===== config.mk =====
export PLATFORM = sky130hd
export DESIGN_NAME = pipe_ctrl_unit
export DESIGN_NICKNAME = d
export VERILOG_FILES = /design/src/rtl/pipe_ctrl_pkg.sv /design/src/rtl/pipe_ctrl_unit_decode.sv /design/src/rtl/pipe_ctrl_unit.sv
export SDC_FILE = /design/constraint.sdc
export NUM_CORES = 1
export LEC_CHECK = 0
export CORE_MARGIN = 4
export CORE_UTILIZATION = 45
export CTS_CLUSTER_DIAMETER = 150
export DETAILED_ROUTE_END_ITERATION = 12
export GPL_TIMING_DRIVEN = 0
export HOLD_SLACK_MARGIN = 0.15
export MAX_ROUTING_LAYER = met4
export PLACE_DENSITY_LB_ADDON = 0.05
export REMOVE_ABC_BUFFERS = 1
export SYNTH_ARGS = -nofsm -noshare
export SYNTH_HDL_FRONTEND = slang
export SYNTH_HIERARCHICAL = 1
export SYNTH_SLANG_ARGS = --single-unit

===== constraint.sdc =====
create_clock -name clk -period 2.7 [get_ports clk]
set_clock_uncertainty 0.2 [all_clocks]
set_input_delay 0.27 -clock clk [delete_from_list [all_inputs] [get_ports clk]]
set_output_delay 0.27 -clock clk [all_outputs]
set_load 0.01 [all_outputs]

===== src/rtl/pipe_ctrl_pkg.sv =====
// Shared encodings for the ID-stage control unit: opcodes, funct codes, ALU codes
// and the bit positions inside the 16-bit ex_ctl bundle.
package pipe_ctrl_pkg;

  localparam logic [5:0] OP_R     = 6'b000000;
  localparam logic [5:0] OP_LUI   = 6'b001111;
  localparam logic [5:0] OP_LW    = 6'b100011;
  localparam logic [5:0] OP_SW    = 6'b101011;
  localparam logic [5:0] OP_ORI   = 6'b001101;
  localparam logic [5:0] OP_BEQ   = 6'b000100;
  localparam logic [5:0] OP_JAL   = 6'b000011;
  localparam logic [5:0] OP_LH    = 6'b100001;
  localparam logic [5:0] OP_LB    = 6'b100000;
  localparam logic [5:0] OP_SB    = 6'b101000;
  localparam logic [5:0] OP_J     = 6'b000010;
  localparam logic [5:0] OP_SLTIU = 6'b001011;

  localparam logic [5:0] FN_ADDU  = 6'b100001;
  localparam logic [5:0] FN_SUBU  = 6'b100011;
  localparam logic [5:0] FN_AND   = 6'b100100;
  localparam logic [5:0] FN_OR    = 6'b100101;
  localparam logic [5:0] FN_SLTU  = 6'b101011;
  localparam logic [5:0] FN_JR    = 6'b001000;
  localparam logic [5:0] FN_MULT  = 6'b011000;
  localparam logic [5:0] FN_MULTU = 6'b011001;
  localparam logic [5:0] FN_MFHI  = 6'b010000;
  localparam logic [5:0] FN_MFLO  = 6'b010010;

  localparam logic [3:0] ALU_ADD  = 4'b0000;
  localparam logic [3:0] ALU_SUB  = 4'b0001;
  localparam logic [3:0] ALU_AND  = 4'b0010;
  localparam logic [3:0] ALU_OR   = 4'b0011;
  localparam logic [3:0] ALU_SLTU = 4'b0100;

  localparam int CTL_MEM_WRITE  = 15;
  localparam int CTL_REG_WRITE  = 14;
  localparam int CTL_MEM_TO_REG = 13;
  localparam int CTL_EXTEND     = 12;
  localparam int CTL_ALU_SRC    = 11;
  localparam int CTL_BRANCH     = 10;
  localparam int CTL_SHIFT16    = 9;
  localparam int CTL_JL         = 8;
  localparam int CTL_HALFWORD   = 7;
  localparam int CTL_BYTE       = 6;
  localparam int CTL_J          = 5;
  localparam int CTL_JR         = 4;
  localparam int CTL_SLTIU      = 3;

endpackage


===== src/rtl/pipe_ctrl_unit_decode.sv =====
// Combinational op/func decoder: control bundle, ALU code, destination select and
// source-usage flags. mult/multu/mfhi/mflo decode only with PIPE_CTRL_MULDIV_EN.
module ctrl_decode
  import pipe_ctrl_pkg::*;
#(
  parameter int ALU_CTR_W  = 4,
  parameter int REG_ADDR_W = 5
) (
  input  logic [5:0]            op,
  input  logic [5:0]            func,
  input  logic [REG_ADDR_W-1:0] rt,
  input  logic [REG_ADDR_W-1:0] rd,
  output logic [15:0]           ctl,
  output logic [ALU_CTR_W-1:0]  alu_ctr,
  output logic [REG_ADDR_W-1:0] dst,
  output logic                  rs_used,
  output logic                  rt_used,
`ifdef PIPE_CTRL_MULDIV_EN
  output logic                  is_mult,
  output logic                  is_mfhilo,
`endif
  output logic                  legal
);

  always_comb begin
    ctl     = '0;
    alu_ctr = ALU_CTR_W'(ALU_ADD);
    rs_used = 1'b1;
    rt_used = 1'b0;
    legal   = 1'b1;
`ifdef PIPE_CTRL_MULDIV_EN
    is_mult   = 1'b0;
    is_mfhilo = 1'b0;
`endif
    if (op == OP_R)
      dst = rd;
    else if (op == OP_JAL)
      dst = {REG_ADDR_W{1'b1}};
    else
      dst = rt;

    case (op)
      OP_R: begin
        rt_used = 1'b1;
        ctl[CTL_REG_WRITE] = 1'b1;
        case (func)
          FN_ADDU: alu_ctr = ALU_CTR_W'(ALU_ADD);
          FN_SUBU: alu_ctr = ALU_CTR_W'(ALU_SUB);
          FN_AND:  alu_ctr = ALU_CTR_W'(ALU_AND);
          FN_OR:   alu_ctr = ALU_CTR_W'(ALU_OR);
          FN_SLTU: alu_ctr = ALU_CTR_W'(ALU_SLTU);
          FN_JR: begin
            ctl[CTL_REG_WRITE] = 1'b0;
            ctl[CTL_JR]        = 1'b1;
          end
`ifdef PIPE_CTRL_MULDIV_EN
          FN_MULT, FN_MULTU: begin
            // Result goes to HI/LO, not the register file.
            ctl[CTL_REG_WRITE] = 1'b0;
            is_mult            = 1'b1;
          end
          FN_MFHI, FN_MFLO: is_mfhilo = 1'b1;
`endif
          default: legal = 1'b0;
        endcase
      end
      OP_LUI: begin
        rs_used = 1'b0;
        ctl[CTL_REG_WRITE] = 1'b1;
        ctl[CTL_ALU_SRC]   = 1'b1;
        ctl[CTL_SHIFT16]   = 1'b1;
      end
      OP_LW, OP_LH, OP_LB: begin
        ctl[CTL_REG_WRITE]  = 1'b1;
        ctl[CTL_MEM_TO_REG] = 1'b1;
        ctl[CTL_EXTEND]     = 1'b1;
        ctl[CTL_ALU_SRC]    = 1'b1;
        ctl[CTL_HALFWORD]   = (op == OP_LH);
        ctl[CTL_BYTE]       = (op == OP_LB);
      end
      OP_SW, OP_SB: begin
        rt_used = 1'b1;
        ctl[CTL_MEM_WRITE] = 1'b1;
        ctl[CTL_EXTEND]    = 1'b1;
        ctl[CTL_ALU_SRC]   = 1'b1;
        ctl[CTL_BYTE]      = (op == OP_SB);
      end
      OP_ORI: begin
        ctl[CTL_REG_WRITE] = 1'b1;
        ctl[CTL_ALU_SRC]   = 1'b1;
        alu_ctr            = ALU_CTR_W'(ALU_OR);
      end
      OP_BEQ: begin
        rt_used = 1'b1;
        ctl[CTL_BRANCH] = 1'b1;
        ctl[CTL_EXTEND] = 1'b1;
        alu_ctr         = ALU_CTR_W'(ALU_SUB);
      end
      OP_JAL: begin
        rs_used = 1'b0;
        ctl[CTL_REG_WRITE] = 1'b1;
        ctl[CTL_JL]        = 1'b1;
        ctl[CTL_J]         = 1'b1;
      end
      OP_J: begin
        rs_used = 1'b0;
        ctl[CTL_J] = 1'b1;
      end
      OP_SLTIU: begin
        ctl[CTL_REG_WRITE] = 1'b1;
        ctl[CTL_EXTEND]    = 1'b1;
        ctl[CTL_ALU_SRC]   = 1'b1;
        ctl[CTL_SLTIU]     = 1'b1;
        alu_ctr            = ALU_CTR_W'(ALU_SLTU);
      end
      default: legal = 1'b0;
    endcase

    // $0 is hard-wired, so writes to it are dropped here and never look like a hazard.
    if (dst == '0)
      ctl[CTL_REG_WRITE] = 1'b0;
    if (!legal) begin
      rs_used = 1'b0;
      rt_used = 1'b0;
    end
  end

endmodule


===== src/rtl/pipe_ctrl_unit.sv =====
// ID/EX control stage: decode, load-use stall, flush-to-bubble and the ID/EX control register.
// Optional HI/LO busy interlock for mult/mfhi is enabled by defining PIPE_CTRL_MULDIV_EN.
module pipe_ctrl_unit
  import pipe_ctrl_pkg::*;
#(
  parameter int ALU_CTR_W  = 4,
  parameter int REG_ADDR_W = 5,
  parameter int MUL_LAT    = 4
) (
  input  logic                  clk,
  input  logic                  rst,
  input  logic                  id_valid,
  input  logic [5:0]            id_op,
  input  logic [5:0]            id_func,
  input  logic [REG_ADDR_W-1:0] id_rs,
  input  logic [REG_ADDR_W-1:0] id_rt,
  input  logic [REG_ADDR_W-1:0] id_rd,
  input  logic                  ex_flush,
  output logic                  out_stall,
  output logic                  ex_valid,
  output logic [15:0]           ex_ctl,
  output logic [ALU_CTR_W-1:0]  ex_alu_ctr,
  output logic [REG_ADDR_W-1:0] ex_dst,
  output logic                  ex_illegal
);

  logic [15:0]           dec_ctl;
  logic [ALU_CTR_W-1:0]  dec_alu;
  logic [REG_ADDR_W-1:0] dec_dst;
  logic                  rs_used, rt_used, dec_legal;
  logic                  load_use, hazard, issue;

`ifdef PIPE_CTRL_MULDIV_EN
  localparam int BUSY_W = $clog2(MUL_LAT + 1);
  logic              dec_is_mult, dec_is_mfhilo;
  logic [BUSY_W-1:0] busy_reg;
  logic              hilo_wait;
`endif

  ctrl_decode #(
    .ALU_CTR_W (ALU_CTR_W),
    .REG_ADDR_W(REG_ADDR_W)
  ) u_decode (
    .op       (id_op),
    .func     (id_func),
    .rt       (id_rt),
    .rd       (id_rd),
    .ctl      (dec_ctl),
    .alu_ctr  (dec_alu),
    .dst      (dec_dst),
    .rs_used  (rs_used),
    .rt_used  (rt_used),
`ifdef PIPE_CTRL_MULDIV_EN
    .is_mult  (dec_is_mult),
    .is_mfhilo(dec_is_mfhilo),
`endif
    .legal    (dec_legal)
  );

  assign load_use = id_valid && ex_valid && ex_ctl[CTL_MEM_TO_REG] && ex_ctl[CTL_REG_WRITE] &&
                    ((rs_used && (id_rs == ex_dst)) || (rt_used && (id_rt == ex_dst)));

`ifdef PIPE_CTRL_MULDIV_EN
  assign hilo_wait = id_valid && dec_is_mfhilo && (busy_reg != '0);
  assign hazard    = load_use || hilo_wait;
`else
  assign hazard    = load_use;
`endif

  // A flushed ID instruction is dead, so there is nothing to hold.
  assign out_stall = hazard && !ex_flush;
  assign issue     = !ex_flush && !out_stall && id_valid && dec_legal;

  always_ff @(posedge clk or posedge rst) begin
    if (rst) begin
      ex_valid   <= 1'b0;
      ex_ctl     <= '0;
      ex_alu_ctr <= '0;
      ex_dst     <= '0;
      ex_illegal <= 1'b0;
    end else if (issue) begin
      ex_valid   <= 1'b1;
      ex_ctl     <= dec_ctl;
      ex_alu_ctr <= dec_alu;
      ex_dst     <= dec_dst;
      ex_illegal <= 1'b0;
    end else begin
      ex_valid   <= 1'b0;
      ex_ctl     <= '0;
      ex_alu_ctr <= '0;
      ex_dst     <= '0;
      ex_illegal <= !ex_flush && !out_stall && id_valid && !dec_legal;
    end
  end

`ifdef PIPE_CTRL_MULDIV_EN
  always_ff @(posedge clk or posedge rst) begin
    if (rst)
      busy_reg <= '0;
    else if (issue && dec_is_mult)
      busy_reg <= BUSY_W'(MUL_LAT);
    else if (busy_reg != '0)
      busy_reg <= busy_reg - 1'b1;
  end
`endif

endmodule

# Yosys cells after proc, flatten, opt, wreduce, memory -nomap -nowiden
# Cells that the tools add are included.
totals:
  mem_bits_ro: 0
  latchBits: 0
  input_bits: 31
  ramBits: 0
  mem_count: 0
  out_inout_bits: 28
  word_cells: 82
  regBits: 27
op_classes:
  order_cmp: 0
  div_mod_pow: 0
  add_sub_neg: 0
  reduce_logical: 27
  n_bitwise: 0
  n_mul: 0
  eq_ne: 19
  muxes: 31
  n_shift: 0
ops:
  columns: ["operator", "count"]
  rows:
  - ["$eq A6 B6 Y1 const B", 10]
  - ["$eq A6 B4 Y1 const B", 4]
  - ["$mux W1", 21]
  - ["$mux W16", 1]
  - ["$pmux W4 S4", 1]
  - ["$mux W5", 3]
  - ["$reduce_or A7 Y1", 2]
  - ["$eq A6 B2 Y1 const B", 2]
  - ["$pmux W3 S4", 1]
  - ["$logic_and A1 B1 Y1", 11]
  - ["$reduce_or A11 Y1", 1]
  - ["$eq A5 B5 Y1", 2]
  - ["$reduce_or A8 Y1", 1]
  - ["$eq A6 B3 Y1 const B", 1]
  - ["$logic_not A6 Y1", 1]
  - ["$pmux W1 S2", 3]
  - ["$reduce_or A3 Y1", 2]
  - ["$reduce_or A6 Y1", 1]
  - ["$logic_not A5 Y1", 1]
  - ["$mux W4", 1]
  - ["$reduce_or A2 Y1", 2]
  - ["$reduce_or A4 Y1", 1]
  - ["$logic_not A1 Y1", 3]
  - ["$logic_or A1 B1 Y1", 1]

# Longest topological paths before layout
# Gate-level depths: netlist (run 1).
depth:
  ltp_word: 14
  mapped_depth: 10
  mapped_depth_nobuf: 8

# Cells and area by module
# The synthesis (run 1) kept the hierarchy.
modules_own_cells:
  columns: ["mod", "seq_area_each_um2", "area_per_inst_um2", "cells_each", "instances"]
  rows:
  - ["pipe_ctrl_unit", 675.6, 1119.8, 107, 1]
  - ["ctrl_decode", 0.0, 536.8, 94, 1]

# Worst setup path after synthesis (run 1)
# Ideal clock, no wire load.
synth_timing:
  kind: "input -> output"
  startpoint: "input port id_op[4]"
  endpoint: "output port out_stall"
  t_required_ns: 2.230
  t_arrival_ns: 1.892
  path_stages: 8
  path_buffers: 1
  path_slack_ns: 0.338
  path_cell_list: "buf_2 > nor2_1 > nand3_1 > a211o_1 > a211oi_1 > nand4_1 > o22ai_4 > nor2b_1"
synth_between:
  elab_chain_len: 8
  word_cells_on_any_way: 25
  classes_between: "11 x eq/ne; 5 x mux; 9 x reduce/logical"
synth_lines:
  columns: ["item", "line", "rtl"]
  rows:
  - ["start: declaration", "pipe_ctrl_unit.sv:13", "input logic [5:0] id_op,"]
  - ["$eq A6 B2 Y1, or another cell as far along", "pipe_ctrl_unit_decode.sv:42", "case (op)"]
  - ["$reduce_or A11 Y1 (no source line) / $reduce_or A4 Y1 (equally long branches)", null, null]
  - ["$pmux W1 S2 / $mux W1 (equally long branches)", "pipe_ctrl_unit_decode.sv:42", null]
  - ["$mux W1 (*)", "pipe_ctrl_unit_decode.sv:122", "if (!legal) begin"]
  - ["net rt_used", "pipe_ctrl_unit.sv:30", "logic rs_used, rt_used, dec_legal;"]
  - ["$logic_and A1 B1 Y1 (*)", "pipe_ctrl_unit.sv:61", "((rs_used && (id_rs == ex_dst)) || (rt_used && (id_rt == ex_dst)));"]
  - ["$logic_or A1 B1 Y1 (*)", "pipe_ctrl_unit.sv:61", null]
  - ["$logic_and A1 B1 Y1 (*)", "pipe_ctrl_unit.sv:60", "assign load_use = id_valid && ex_valid && ex_ctl[CTL_MEM_TO_REG] && ex_ctl[CTL_REG_WRITE] &&"]
  - ["$logic_and A1 B1 Y1 (*)", "pipe_ctrl_unit.sv:71", "assign out_stall = hazard && !ex_flush;"]
  - ["end: declaration", "pipe_ctrl_unit.sv:19", "output logic out_stall,"]
# The timed path passes the listed nets; every way through them passes the cells marked *.

# Final worst setup path (run 1)
layout_timing:
  startpoint: "input port id_func[5]"
  endpoint: "output port out_stall"
layout_between:
  elab_chain_len: 9
  word_cells_on_any_way: 16
  classes_between: "6 x eq/ne; 4 x mux; 6 x reduce/logical"
layout_lines:
  columns: ["item", "line", "rtl"]
  rows:
  - ["start: declaration", "pipe_ctrl_unit.sv:14", "input logic [5:0] id_func,"]
  - ["$eq A6 B6 Y1 / $eq A6 B4 Y1 (equally long branches)", "pipe_ctrl_unit_decode.sv:46", "case (func)"]
  - ["$reduce_or A6 Y1 (no source line) (*)", null, null]
  - ["$mux W1 (*)", "pipe_ctrl_unit_decode.sv:46", null]
  - ["$pmux W1 S2 (*)", "pipe_ctrl_unit_decode.sv:42", null]
  - ["$mux W1 (*)", "pipe_ctrl_unit_decode.sv:122", null]
  - ["net rt_used", "pipe_ctrl_unit.sv:30", null]
  - ["$logic_and A1 B1 Y1 (*)", "pipe_ctrl_unit.sv:61", null]
  - ["$logic_or A1 B1 Y1 (*)", "pipe_ctrl_unit.sv:61", null]
  - ["$logic_and A1 B1 Y1 (*)", "pipe_ctrl_unit.sv:60", null]
  - ["$logic_and A1 B1 Y1 (*)", "pipe_ctrl_unit.sv:71", null]
# Marked as above.

==> flow_summary_export.csv, run 1 <==
group,metric,value,unit
run_status,outcome,"completed",
route,drc,0,
floorplan,io_pins,59,
sta,tightestPinTransition,0.9932,ns
sta,slew-limit-headroom,33.71,%
sta,slew_viol_final,0,
route,first_pass_iters,4,
floorplan,floorplan.initialDensity,48.13,%
min_path,whs_endpoint,"ex_ctl[7]",
cts,htreeDepth,1,
cts,clk_path_buf_depth,2,
floorplan,fp.dieW,68.68,um
cts,cts_tree,"yes",
critical_path,reg2reg_depth,10,
critical_path,reg2reg_setup_slack,0.50,ns
route,antenna_left,0,
place,place.gp.congestion,0.9488,
cts,clock_latency,0.27,ns
power,power_frac_clock,28.8,%
power,power.internal,0.5895,mW
place,dp.cells,291,
floorplan,rows,21,
critical_path,start_kind,"input port",
synthesis,synth_cells,201,
final_layout,area_delta_synth_final,46.75,%
synthesis,synth.cell_area,1657,um^2
power,comb_power_share,20.7,%
synthesis,syn_avg_cell_area,8.242,um^2
min_path,worstHoldStart,"id_op[1]",
route,vias_per_cell,5.387,
synthesis,ys_warn_count,6,
sta,tns,0,ns
final_layout,fin_cells,310,
power,pwr-share-seq,50.5,%
critical_path,reg2reg_to,"ex_dst[4]",
final_layout,layout.nets,296,
sta,finalHoldViolations,0,
grt,antenna_found_initial,0,
critical_path,crit_arrival,2.14,ns
grt,grt_pass1_wl,6941,um
critical_path,cp.required,2.23,ns
cts,postCtsHoldBufs,0,
synthesis,synth_seq_cells,27,
final_layout,fin_util,70.63,%
route,vias,1670,
critical_path,end_kind,"output port",
cts,clk_pin_slew,0.09,ns
sta,post-route-period-util,96.59,%
min_path,hp-class,"in2reg",
final_layout,drive_gt1_share,17.80,%
final_layout,regArea,675.6,um^2
final_layout,multi_input_area,955.9,um^2
cts,numCtsBuffers,3,
place,dp_hpwl,2973,um
power,power.density,333.2,nW/um^2
power,netSwitchingFraction,27.23,%
cts,clock_sinks,27,
final_layout,fill_cells,289,
sta,fmaxAchievable,383.5,MHz
min_path,hold_depth,4,
grt,gr-total-overflow,0,
sta,setup_viol,0,
floorplan,core,3442,um^2
flow_run,cap_violations,0,
power,power_switching,0.2205,mW
floorplan,dieArea,4716,um^2
power,p_total,0.8100,mW
place,io_buffers,58,
place,placed_cell_area,2232,um^2
sta,min_period,2.608,ns
synthesis,yosysSeqAreaShare,40.79,%
final_layout,n_antenna_cell,0,
cts,clockRootBuffer,"clkbuf_8",
route,drt-initial-drc-count,79,
route,routed_wl,4357,um
critical_path,crit_type,"in2out",
grt,grt_pass1_vias,1551,
route,wire_per_inst,14.05,um
power,ir_worst_vdd,199.0,uV
power,leakage,1.006,nW
grt,grt_max_degree,28,
grt,globalRouteTotalUtil,19.84,%
synthesis,ys_types,39,
critical_path,r2r_start,"ex_dst[4]",
critical_path,critPathMaxFanout,4,
final_layout,final_area,2431,um^2
floorplan,die_h,68.68,um
stage by stage:
step | setup slack, ns | hold slack [ns]
floorplan | -0.04564 | 0.1227
global placement | -1.551 | 0.6577
detailed placement | -1.470 | 0.6584
CTS | 0.006286 | 0.2305
global route | -0.007770 | 0.2220
finish | 0.09213 | 0.2046
placed cells by master (no fill, tap or decap), types with 2 or more instances in the layout:
cell	netlist	final
o22ai_1	2	2
nand4_1	3	3
nand3_1	29	28
a32o_1	2	2
nor4_1	3	3
o22a_1	5	5
o22ai_4	1	2
dlygate4sd2_1	0	4
buf_2	7	4
clkbuf_4	0	2
clkdlybuf4s50_1	0	46
or2_2	4	4
clkbuf_8	0	3
inv_1	3	3
nand2_1	9	8
buf_8	0	2
nor3_1	10	9
nand2b_1	3	3
xnor2_1	13	13
dfrtp_1	27	27
buf_4	4	14
a21oi_1	7	6
nor2_4	0	2
nor2_1	40	37
conb_1	1	4
critical path, stage by stage:
cell and delay, ns:
dlygate4sd2_1 0.28, nor3_2 0.17, nand3_1 0.11, a211o_1 0.36, a211oi_2 0.19, nand4_1 0.19
o22ai_4 0.18, nor2b_4 0.17, clkdlybuf4s15_2 0.22
worst max path at each step:
stage               start       endpoint
3_3_place_gp     id_op[0]     ex_ctl[11]
2_1_floorplan    id_op[1]  ex_alu_ctr[0]
3_5_place_dp     id_op[2]      out_stall
4_1_cts          id_op[3]      out_stall
6_report       id_func[5]      out_stall
5_1_grt        id_func[5]      out_stall
per-layer routing:
metal,track usage [%],wire [um],share of wire (%),up-vias
met2,31.47,2027,47,71
met3,1.783,349,8.0,8
met5,-,0,0,-
met1,26.63,1911,44,772
li1,-,-,-,819
met4,6.700,69,1.6,0
Yosys cell counts:
| cell type | n | area share (%) |
|---|---|---|
| a211o_1 | 1 | 0.53 |
| a211oi_1 | 1 | 0.45 |
| a21boi_0 | 1 | 0.45 |
| a21oi_1 | 7 | 2.1 |
| a31oi_1 | 1 | 0.38 |
| a32o_1 | 2 | 1.2 |
| a41o_1 | 1 | 0.60 |
| a41oi_1 | 1 | 0.53 |
| and3_1 | 1 | 0.38 |
| and4_1 | 1 | 0.53 |
| buf_1 | 1 | 0.23 |
| buf_2 | 7 | 2.1 |
| buf_4 | 4 | 1.8 |
| buf_6 | 2 | 1.4 |
| clkbuf_1 | 5 | 1.1 |
| conb_1 | 1 | 0.23 |
| dfrtp_1 | 27 | 41 |
| inv_1 | 3 | 0.68 |
| nand2_1 | 9 | 2.0 |
| nand2b_1 | 3 | 1.1 |
| nand3_1 | 29 | 8.8 |
| nand3_2 | 1 | 0.60 |
| nand3b_1 | 1 | 0.45 |
| nand4_1 | 3 | 1.1 |
| nor2_1 | 40 | 9.1 |
| nor2b_1 | 3 | 1.1 |
| nor3_1 | 10 | 3.0 |
| nor3b_1 | 1 | 0.45 |
| nor4_1 | 3 | 1.1 |
| o2111ai_1 | 1 | 0.53 |
| o21ai_0 | 2 | 0.60 |
| o22a_1 | 5 | 2.6 |
| o22ai_1 | 2 | 0.76 |
| o22ai_4 | 1 | 1.2 |
| o31ai_1 | 1 | 0.45 |
| o32a_1 | 1 | 0.60 |
| or2_2 | 4 | 1.5 |
| or3_1 | 1 | 0.38 |
| xnor2_1 | 13 | 6.9 |
what timing repair did:
action	in CTS	in global routing
buffers inserted	13	1
endpoints found under the setup margin	24	11
cloned	1	0
pin swaps	11	6
resized for setup	38	18
cell type report:
| class | count | share of cell area [%] |
|---|---|---|
| clock buffer | 3 | 1.698 |
| clock inverter | 1 | 0.3088 |
| inverter | 3 | 0.4632 |
| multi-input combinational | 156 | 39.32 |
| sequential | 27 | 27.79 |
| tap | 46 | 2.367 |
| timing repair buffer | 74 | 28.05 |
kinds of logic after synthesis:
kind of cell	synth area share [%]
xor gates and xnor gates	6.873
AOI/OAI and AO/OA	13.07
buffers and inverters	7.326
DFF	40.79
and+or+nand+nor	31.72
other	0.2264
sequential cells by signal, indices dropped and copies added (netlist names):
register and count:
ex_alu_ctr 4, ex_ctl 16, ex_dst 5, ex_illegal 1, ex_valid 1
power by group through the flow:
stage          sequential, mW  combinational, mW  clock (mW)
5_1_grt                 0.410              0.185       0.253
6_report                0.409              0.168       0.233
3_5_place_dp            0.417              0.162           0
4_1_cts                 0.409              0.163       0.237
2_1_floorplan           0.419             0.0683           0
3_3_place_gp            0.417              0.154           0
Note: power is estimated with default switching activity, not from simulation.
==> run 2: changes to the inputs <==
--- a/config.mk
+++ b/config.mk
@@ -14,6 +14,7 @@
 export MAX_ROUTING_LAYER = met4
 export PLACE_DENSITY_LB_ADDON = 0.05
 export REMOVE_ABC_BUFFERS = 1
+export SKIP_LAST_GASP = 1
 export SYNTH_ARGS = -nofsm -noshare
 export SYNTH_HDL_FRONTEND = slang
 export SYNTH_HIERARCHICAL = 1
==> results of run 2 <==
The final DEF is identical to that of run 1; final timing and power are the same.
